<file path="config.mk">
export PLATFORM = sky130hd
export DESIGN_NAME = wide_word_serializer_flat
export DESIGN_NICKNAME = d
export VERILOG_FILES = /design/src/rtl/uart_pkg.sv /design/src/rtl/wide_word_serializer_if.sv /design/src/rtl/wide_word_serializer.sv /design/src/flat_wrapper.sv
export SDC_FILE = /design/constraint.sdc
export NUM_CORES = 2
export LEC_CHECK = 0
export ABC_AREA = 1
export BUFFER_PORTS_ARGS = -buffer_cell sky130_fd_sc_hd__buf_2
export CAP_MARGIN = 20
export CORE_UTILIZATION = 55
export DETAILED_ROUTE_END_ITERATION = 10
export PLACE_DENSITY = 0.8
export SYNTH_ARGS = -nofsm -noshare
export SYNTH_HDL_FRONTEND = slang
export SYNTH_SLANG_ARGS = --single-unit
</file>
<file path="constraint.sdc">
create_clock -name clk_100MHz -period 23.4 [get_ports clk_100MHz]
set_clock_uncertainty 0.15 [all_clocks]
set_input_delay 4.68 -clock clk_100MHz [delete_from_list [all_inputs] [get_ports clk_100MHz]]
set_output_delay 4.68 -clock clk_100MHz [all_outputs]
set_load 0.01 [all_outputs]
</file>
<file path="src/rtl/uart_pkg.sv">
// Shared UART-side definitions: serializer FSM encodings, NUL constant, length clamp.
// Latency: n/a (package only).
// Backpressure: n/a (package only).
package uart_pkg;

  localparam logic [0:0] ST_IDLE = 1'b0;
  localparam logic [0:0] ST_SEND = 1'b1;

  localparam logic [7:0] ASCII_NUL = 8'h00;

  // Requested length limited to the number of character slots (2**addr_space_exp).
  function automatic int clamp_len(input int len, input int addr_space_exp);
    int depth;
    depth = 1 << addr_space_exp;
    return (len > depth) ? depth : len;
  endfunction

endpackage

</file>
<file path="src/rtl/wide_word_serializer_if.sv">
// Load and character-stream handshake bundle for the wide word serializer.
// Latency: n/a (wiring only).
// Backpressure: load_ready / out_ready carry the flow control of each direction.
interface wide_word_serializer_if #(
  parameter int DATA_SIZE      = 8,
  parameter int ADDR_SPACE_EXP = 6
);
  localparam int DEPTH = 2**ADDR_SPACE_EXP;

  logic                          load_valid;
  logic                          load_ready;
  logic [DATA_SIZE*DEPTH-1:0]    load_data;
  logic [ADDR_SPACE_EXP:0]       load_len;
  logic                          flush;
  logic                          out_valid;
  logic                          out_ready;
  logic [DATA_SIZE-1:0]          out_data;
  logic                          busy;
  logic                          done;

  // Producer of messages and consumer of characters.
  modport master (
    output load_valid, load_data, load_len, flush, out_ready,
    input  load_ready, out_valid, out_data, busy, done
  );

  // The serializer itself.
  modport slave (
    input  load_valid, load_data, load_len, flush, out_ready,
    output load_ready, out_valid, out_data, busy, done
  );

endinterface

</file>
<file path="src/rtl/wide_word_serializer.sv">
// Captures DEPTH characters in one load and streams them out one per valid/ready transfer.
// Latency: first character valid the cycle after load acceptance; one character per transfer.
// Backpressure: out_data/out_valid hold while out_ready is low; load_ready low while sending or flushing.
// Build option: TRIM_NUL_EN ends a message early at the first NUL character.
module wide_word_serializer
  import uart_pkg::*;
#(
  parameter int DATA_SIZE      = 8,
  parameter int ADDR_SPACE_EXP = 6
) (
  input  logic                  clk_100MHz,
  input  logic                  reset,
  wide_word_serializer_if.slave bus
);

  localparam int DEPTH = 2**ADDR_SPACE_EXP;
  localparam int W     = DATA_SIZE*DEPTH;
  localparam int LEN_W = ADDR_SPACE_EXP+1;

  localparam logic [ADDR_SPACE_EXP-1:0] PTR_ONE = 1;
  localparam logic [LEN_W-1:0]          LEN_ONE = 1;
  localparam logic [DATA_SIZE-1:0]      NUL_CHR = DATA_SIZE'(ASCII_NUL);

  logic [0:0]                state_q, state_d;
  logic [ADDR_SPACE_EXP-1:0] rd_ptr_q, rd_ptr_d;
  logic [LEN_W-1:0]          len_q, len_d;
  logic                      done_q, done_d;
  logic [DATA_SIZE-1:0]      mem_q [DEPTH];
  logic [DATA_SIZE-1:0]      mem_d [DEPTH];

  logic                      load_fire;
  logic                      xfer_fire;
  logic                      last_xfer;
  logic                      load_empty;
  logic [ADDR_SPACE_EXP-1:0] rd_ptr_nxt;
  logic [LEN_W-1:0]          load_len_c;

  assign bus.load_ready = (state_q == ST_IDLE) & ~bus.flush;
  assign bus.out_valid  = (state_q == ST_SEND);
  assign bus.busy       = (state_q == ST_SEND);
  assign bus.done       = done_q;
  assign bus.out_data   = mem_q[rd_ptr_q];

  assign load_fire  = bus.load_valid & bus.load_ready;
  assign xfer_fire  = bus.out_valid & bus.out_ready;
  assign rd_ptr_nxt = rd_ptr_q + PTR_ONE;
  assign load_len_c = LEN_W'(clamp_len(32'(bus.load_len), ADDR_SPACE_EXP));

`ifdef TRIM_NUL_EN
  // A NUL in slot 0 means there is nothing to send; a NUL ahead of the pointer ends the message.
  assign load_empty = (load_len_c == '0) || (bus.load_data[W-1 -: DATA_SIZE] == NUL_CHR);
  assign last_xfer  = (({1'b0, rd_ptr_q} + LEN_ONE) == len_q) || (mem_q[rd_ptr_nxt] == NUL_CHR);
`else
  // Only the programmed length ends a message; NULs are ordinary characters.
  assign load_empty = (load_len_c == '0);
  assign last_xfer  = (({1'b0, rd_ptr_q} + LEN_ONE) == len_q);
`endif

  // Next-state: flush beats load and transfer; storage changes only on an accepted load.
  always_comb begin
    state_d  = state_q;
    rd_ptr_d = rd_ptr_q;
    len_d    = len_q;
    done_d   = 1'b0;
    for (int k = 0; k < DEPTH; k++) begin
      mem_d[k] = mem_q[k];
    end

    if (bus.flush) begin
      state_d  = ST_IDLE;
      rd_ptr_d = '0;
    end else if (load_fire) begin
      for (int k = 0; k < DEPTH; k++) begin
        mem_d[k] = bus.load_data[W-1-k*DATA_SIZE -: DATA_SIZE];
      end
      rd_ptr_d = '0;
      if (load_empty) begin
        len_d  = '0;
        done_d = 1'b1;
      end else begin
        len_d   = load_len_c;
        state_d = ST_SEND;
      end
    end else if (xfer_fire) begin
      // Pointer may wrap to 0 after a full-depth message; harmless since we return to IDLE.
      rd_ptr_d = rd_ptr_nxt;
      if (last_xfer) begin
        state_d = ST_IDLE;
        done_d  = 1'b1;
      end
    end
  end

  // State, pointer, length, done pulse and character storage registers.
  always_ff @(posedge clk_100MHz or posedge reset) begin
    if (reset) begin
      state_q  <= ST_IDLE;
      rd_ptr_q <= '0;
      len_q    <= '0;
      done_q   <= 1'b0;
      for (int k = 0; k < DEPTH; k++) begin
        mem_q[k] <= '0;
      end
    end else begin
      state_q  <= state_d;
      rd_ptr_q <= rd_ptr_d;
      len_q    <= len_d;
      done_q   <= done_d;
      for (int k = 0; k < DEPTH; k++) begin
        mem_q[k] <= mem_d[k];
      end
    end
  end

endmodule
</file>
<file path="src/flat_wrapper.sv">
// flat-port wrapper written by rule: the top's interface ports become plain ports
module wide_word_serializer_flat import uart_pkg::*;
#(
  parameter int DATA_SIZE      = 8,
  parameter int ADDR_SPACE_EXP = 6
)
  (clk_100MHz, reset, bus_load_valid, bus_load_data, bus_load_len, bus_flush, bus_out_ready, bus_load_ready, bus_out_valid, bus_out_data, bus_busy, bus_done);
  wide_word_serializer_if #(.DATA_SIZE(DATA_SIZE), .ADDR_SPACE_EXP(ADDR_SPACE_EXP)) bus_i ();
  input  logic clk_100MHz;
  input  logic reset;
  input wire logic [$bits(bus_i.load_valid)-1:0] bus_load_valid;
  input wire logic [$bits(bus_i.load_data)-1:0] bus_load_data;
  input wire logic [$bits(bus_i.load_len)-1:0] bus_load_len;
  input wire logic [$bits(bus_i.flush)-1:0] bus_flush;
  input wire logic [$bits(bus_i.out_ready)-1:0] bus_out_ready;
  output wire logic [$bits(bus_i.load_ready)-1:0] bus_load_ready;
  output wire logic [$bits(bus_i.out_valid)-1:0] bus_out_valid;
  output wire logic [$bits(bus_i.out_data)-1:0] bus_out_data;
  output wire logic [$bits(bus_i.busy)-1:0] bus_busy;
  output wire logic [$bits(bus_i.done)-1:0] bus_done;
  assign bus_i.load_valid = bus_load_valid;
  assign bus_i.load_data = bus_load_data;
  assign bus_i.load_len = bus_load_len;
  assign bus_i.flush = bus_flush;
  assign bus_i.out_ready = bus_out_ready;
  assign bus_load_ready = bus_i.load_ready;
  assign bus_out_valid = bus_i.out_valid;
  assign bus_out_data = bus_i.out_data;
  assign bus_busy = bus_i.busy;
  assign bus_done = bus_i.done;
  wide_word_serializer #(.DATA_SIZE(DATA_SIZE), .ADDR_SPACE_EXP(ADDR_SPACE_EXP)) u_core (.clk_100MHz(clk_100MHz), .reset(reset), .bus(bus_i));
endmodule
</file>
After elaboration in Yosys (flattened, before gate mapping)
Index checks and enable logic that the tools add are counted.
{"block": "op_classes", "n_addsub": 2, "n_mul": 0, "n_div": 0, "magnitude_cmp": 2, "n_eq_ne": 2, "shift": 0, "muxes": 18, "bitwise_logic": 6, "reduce_logical": 5}
{"op": "binary-select mux 8 bit (select 6 bit)", "count": 1}
{"op": "2-to-1 mux 6 bit", "count": 3}
{"op": "2-to-1 mux 8 bit", "count": 2}
{"op": "2-to-1 mux 7 bit", "count": 2}
{"op": "2-to-1 mux 1 bit", "count": 10}
{"op": "adder 6 x 1 -> 7 bit, second input constant", "count": 1}
{"op": "== test 7 bit", "count": 1}
{"op": "greater-or-equal comparator 7 bit, second input constant", "count": 1}
{"op": "greater-than comparator 7 bit, second input constant", "count": 1}
{"op": "zero test 7 bit", "count": 1}
{"op": "NOT 6 -> 7 bit", "count": 1}
{"op": "adder 6 x 1 -> 6 bit, second input constant", "count": 1}
{"op": "nonzero test 3 bit", "count": 2}
{"op": "bitwise AND 1 bit", "count": 3}
{"op": "inequality test 3 bit, second input constant", "count": 1}
{"op": "AND reduction 3 bit", "count": 1}
{"op": "NOT 1 bit", "count": 2}
{"op": "AND reduction 2 bit", "count": 1}
{"block": "totals", "register_bits": 527, "latch_bits": 0, "ram_bits": 0, "rom_bits": 0, "inputBits": 524, "out_inout_bits": 12, "elab_cells": 103, "memories": 0}

Longest topological paths before layout
{"block": "depth", "depth_word": 6, "ltp_mapped": 13, "mapped_depth_nobuf": 13}

Worst setup path after synthesis
No wires, ideal clock.
{"block": "synth_path", "path_kind": "input to output", "startpoint": "in bus_flush", "endpoint": "out bus_load_ready", "arrival_ns": 4.879, "t_required_ns": 18.570, "slack_ns": 13.691, "path_stages": 1, "n_path_buf": 0, "path_cell_list": "nor2_1"}
{"block": "synth_via", "elab_chain_len": 2}
{"element": "from (decl)", "line_no": "flat_wrapper.sv:14", "source": "input wire logic [$bits(bus_i.flush)-1:0] bus_flush;"}
{"element": "NOT 1 bit (no line)"}
{"element": "bitwise AND 1 bit", "line_no": "wide_word_serializer.sv:38", "source": "assign bus.load_ready = (state_q == ST_IDLE) & ~bus.flush;"}
{"element": "to (decl)", "line_no": "flat_wrapper.sv:16", "source": "output wire logic [$bits(bus_i.load_ready)-1:0] bus_load_ready;"}
No other way between the ends.

Worst setup path after layout
Same ends and word-level chain as after synthesis.

==> run metrics <==
Multi-input gate area=0.0105 mm^2; internal power=1.91 mW; slowest stage cell, crit path=nor2_1; crit path cell chain=buf_2, nor2_1, buf_2; largest cells by area after synthesis=dfrtp_1 (53%), nand2_1 (29%), nand3_1 (4.2%); global-route wire length before repair=about 120000 um; Syn Inst Count=about 3400; Mapped Area=between 0.02 and 0.03 mm^2; worst hold start=u_core.mem_q[337]; fraction of the mapped netlist area in simple logic gates=35.6%; Synth Net Count=roughly 3900; status=completed; grt ovf=0; Iteration-0 DRC Markers=between 2000 and 3000; leading cell type in the layout, fill and taps excluded=nand2_1; I/O Buffers=between 500 and 600; Compound-Gate Fraction of Synth Area=just over 6%; drt via density=about 5.4; Combinational Power Share=21.9%; post-DP HPWL=~53000 um; VDD IR max=between 0.06 and 0.07 mV; area leader, netlist=dfrtp_1; post-synthesis mux area share=0%; # Max-Cap Violations=0; layout cells sized above 1=approximately 17%; most frequent cells in the layout=nand2_1 (1931), buf_2 (535), dfrtp_1 (524), nand3_1 (211), o21ai_0 (157); Chip Height=215 um; WP data required=18570 ps; synth-to-layout area growth=17.4%; Clock Tree Buf Depth=3; Worst-Skew Late Latency=approximately 600 ps; Setup TNS=0 ps; TritonCTS Buffers=54; clock power share=roughly a third; post-cts sizing count=0; worst reg2reg endpoint=u_core.mem_q[488]; vias=24070; RSZ-0062 raised after global routing=false; Initial Utilization=a little under three fifths; final net count=4313; Critical Path Start Type=primary input; Synth Area in XOR/XNOR=0%; IO Pins=about 540; hold path depth=2; design area=between 0.02 and 0.03 mm^2; Final GP Congestion=0.902; clk slew on worst S/H paths=approximately 50 ps; Power Dens Cells=around 95 mW/mm^2; switching share of power=around a third; Routed Antenna Nets=0; share of the synthesized area in the top cell type=about 53%; #FFs+latches synth=between 500 and 600; die area=approximately 0.046 mm^2; HP Class=reg -> reg; critical path arrival=5200 ps; Max-slew headroom=approximately 30%; Detailed Routing Iterations Pass 1=6; Final Setup Violations=0; Crit. End Element=output pin; worst-margin pin slew=1050 ps; CP most frequent cell=buf_2; hold endpoint=u_core.mem_q[337]; final hold violation count=0; # hold bufs at CTS=0; initial antenna violation count=5; leak pwr=roughly 16 nW; vias in the first global route=about 23000; # DRC=0; Fill cells=3897; Total Routing Usage GR=approximately 34%; largest net degree at the start of global routing=~220; Netlist cell types=18; min cycle time layout=between 10000 and 15000 ps; FP Rows=between 70 and 80; crit share post-route=42.9%; die width=about 220 um; combinational family with the most area after synthesis=simple AND/OR/NAND/NOR gates; CTS root buf=clkbuf_16; Worst Path Max Fanout=4; WL/cell=between 15 and 20 um; CTS tree=done; placed cell area=0.0275 mm^2; final wirelength=80500 um; worst r2r src=u_core.bus.busy; CORE AREA=approximately 0.045 mm^2; Slew Viols, Final=0; synth warn=0; mean post-synth cell area=between 7 and 8 um^2; Seq/Total Area, Yosys=about 53%; post-CTS setup buffers=0; R2R depth=7; Reg area=0.0132 mm^2; Post-Synth Adder-Cell Area=less than 1%; FMAX=approximately 100 MHz; crit path kind=in -> out; clock sink total=527; flop-to-flop setup slack=19200 ps; sequential fraction of design power=46.4%; H-Tree Depth=2; Switching Power=882 uW; largest stage delay on the critical path=~220 ps
[power groups by stage]
stage,registers [mW],clock network [mW],logic [mW]
after floorplan,1.27,0,0.432
after global placement,1.29,0,0.591
after detailed placement,1.30,0,0.604
after CTS,1.29,0.888,0.610
after global routing,1.32,0.927,0.694
final,1.29,0.882,0.611
[cell families (layout without fill, tap and decap cells)]
logic type | count (synthesis) | after routing
and+or+nand+nor | 2297 | 2297
DFF | 527 | 527
AOI/OAI and AO/OA | 298 | 298
buffers and inverters | 274 | 708
adders and majority gates | 1 | 1
other | 0 | 3
[routing by layer]
layer | GRT usage [%] | part of all wire [%]
met1 | 46.1 | 40
met2 | 54.7 | 47
met3 | 5.05 | 7.9
met4 | 18.2 | 5.2
met5 | 0 | 0.034
[synth_stat cells (all sizes together)]
cell and count:
clkbuf 81, ha 1, nand3 211, dfrtp 527, a21oi 75, buf 143
o22ai 54, nand4 5, nor2 149, o21ai 169, clkinv 3, nand2 1932
inv 47
[state kept, by name, summed over array words and instances, names as in the netlist]
name / cells
u_core.bus.done: 1
u_core.mem_q: 512
u_core.bus.busy: 1
u_core.rd_ptr_q: 6
u_core.len_q: 7
[critical path: cells and delay by family]
kind / cells / cell delay (ps)
buffers and inverters: 2 / 300
AND/OR/NAND/NOR: 1 / 220
[worst max-delay path by stage]
stage / startpoint / to / slack [ps] / cells after the start
finish: bus_flush / bus_load_ready / 13370 / 3
global route: bus_flush / bus_load_ready / 13320 / 3
CTS: bus_flush / bus_load_ready / 13370 / 3
detailed placement: bus_flush / bus_load_ready / 13370 / 3
global placement: bus_flush / bus_load_ready / 13380 / 3
floorplan: reset / u_core.bus.busy / 3840 / 1
[layout make-up]
class	instances	share of cell area (%)
flip-flops and latches	527	45.0
multi-input cells	2596	35.7
repair buffers	559	9.86
clock buffers	88	5.73
well taps	592	2.52
inverters	50	0.720
clock inverters	11	0.465
diodes	3	0.0256
[metrics by stage]
| stage | worst slack, ps | util (%) | cells | hold WS (ps) | power, mW |
|---|---|---|---|---|---|
| detailed placement | 13370 | 61.8 | 4323 | 310 | 1.90 |
| floorplan | 3840 | - | 3397 | 294 | 1.70 |
| CTS | 13370 | 65.9 | 4422 | 326 | 2.78 |
| finish | 13370 | 65.9 | 4426 | 324 | 2.79 |
| global placement | 13380 | 61.7 | 4322 | 307 | 1.88 |
| global route | 13320 | 65.9 | 4426 | 338 | 2.94 |
Note: power is estimated with default switching activity, not from simulation.
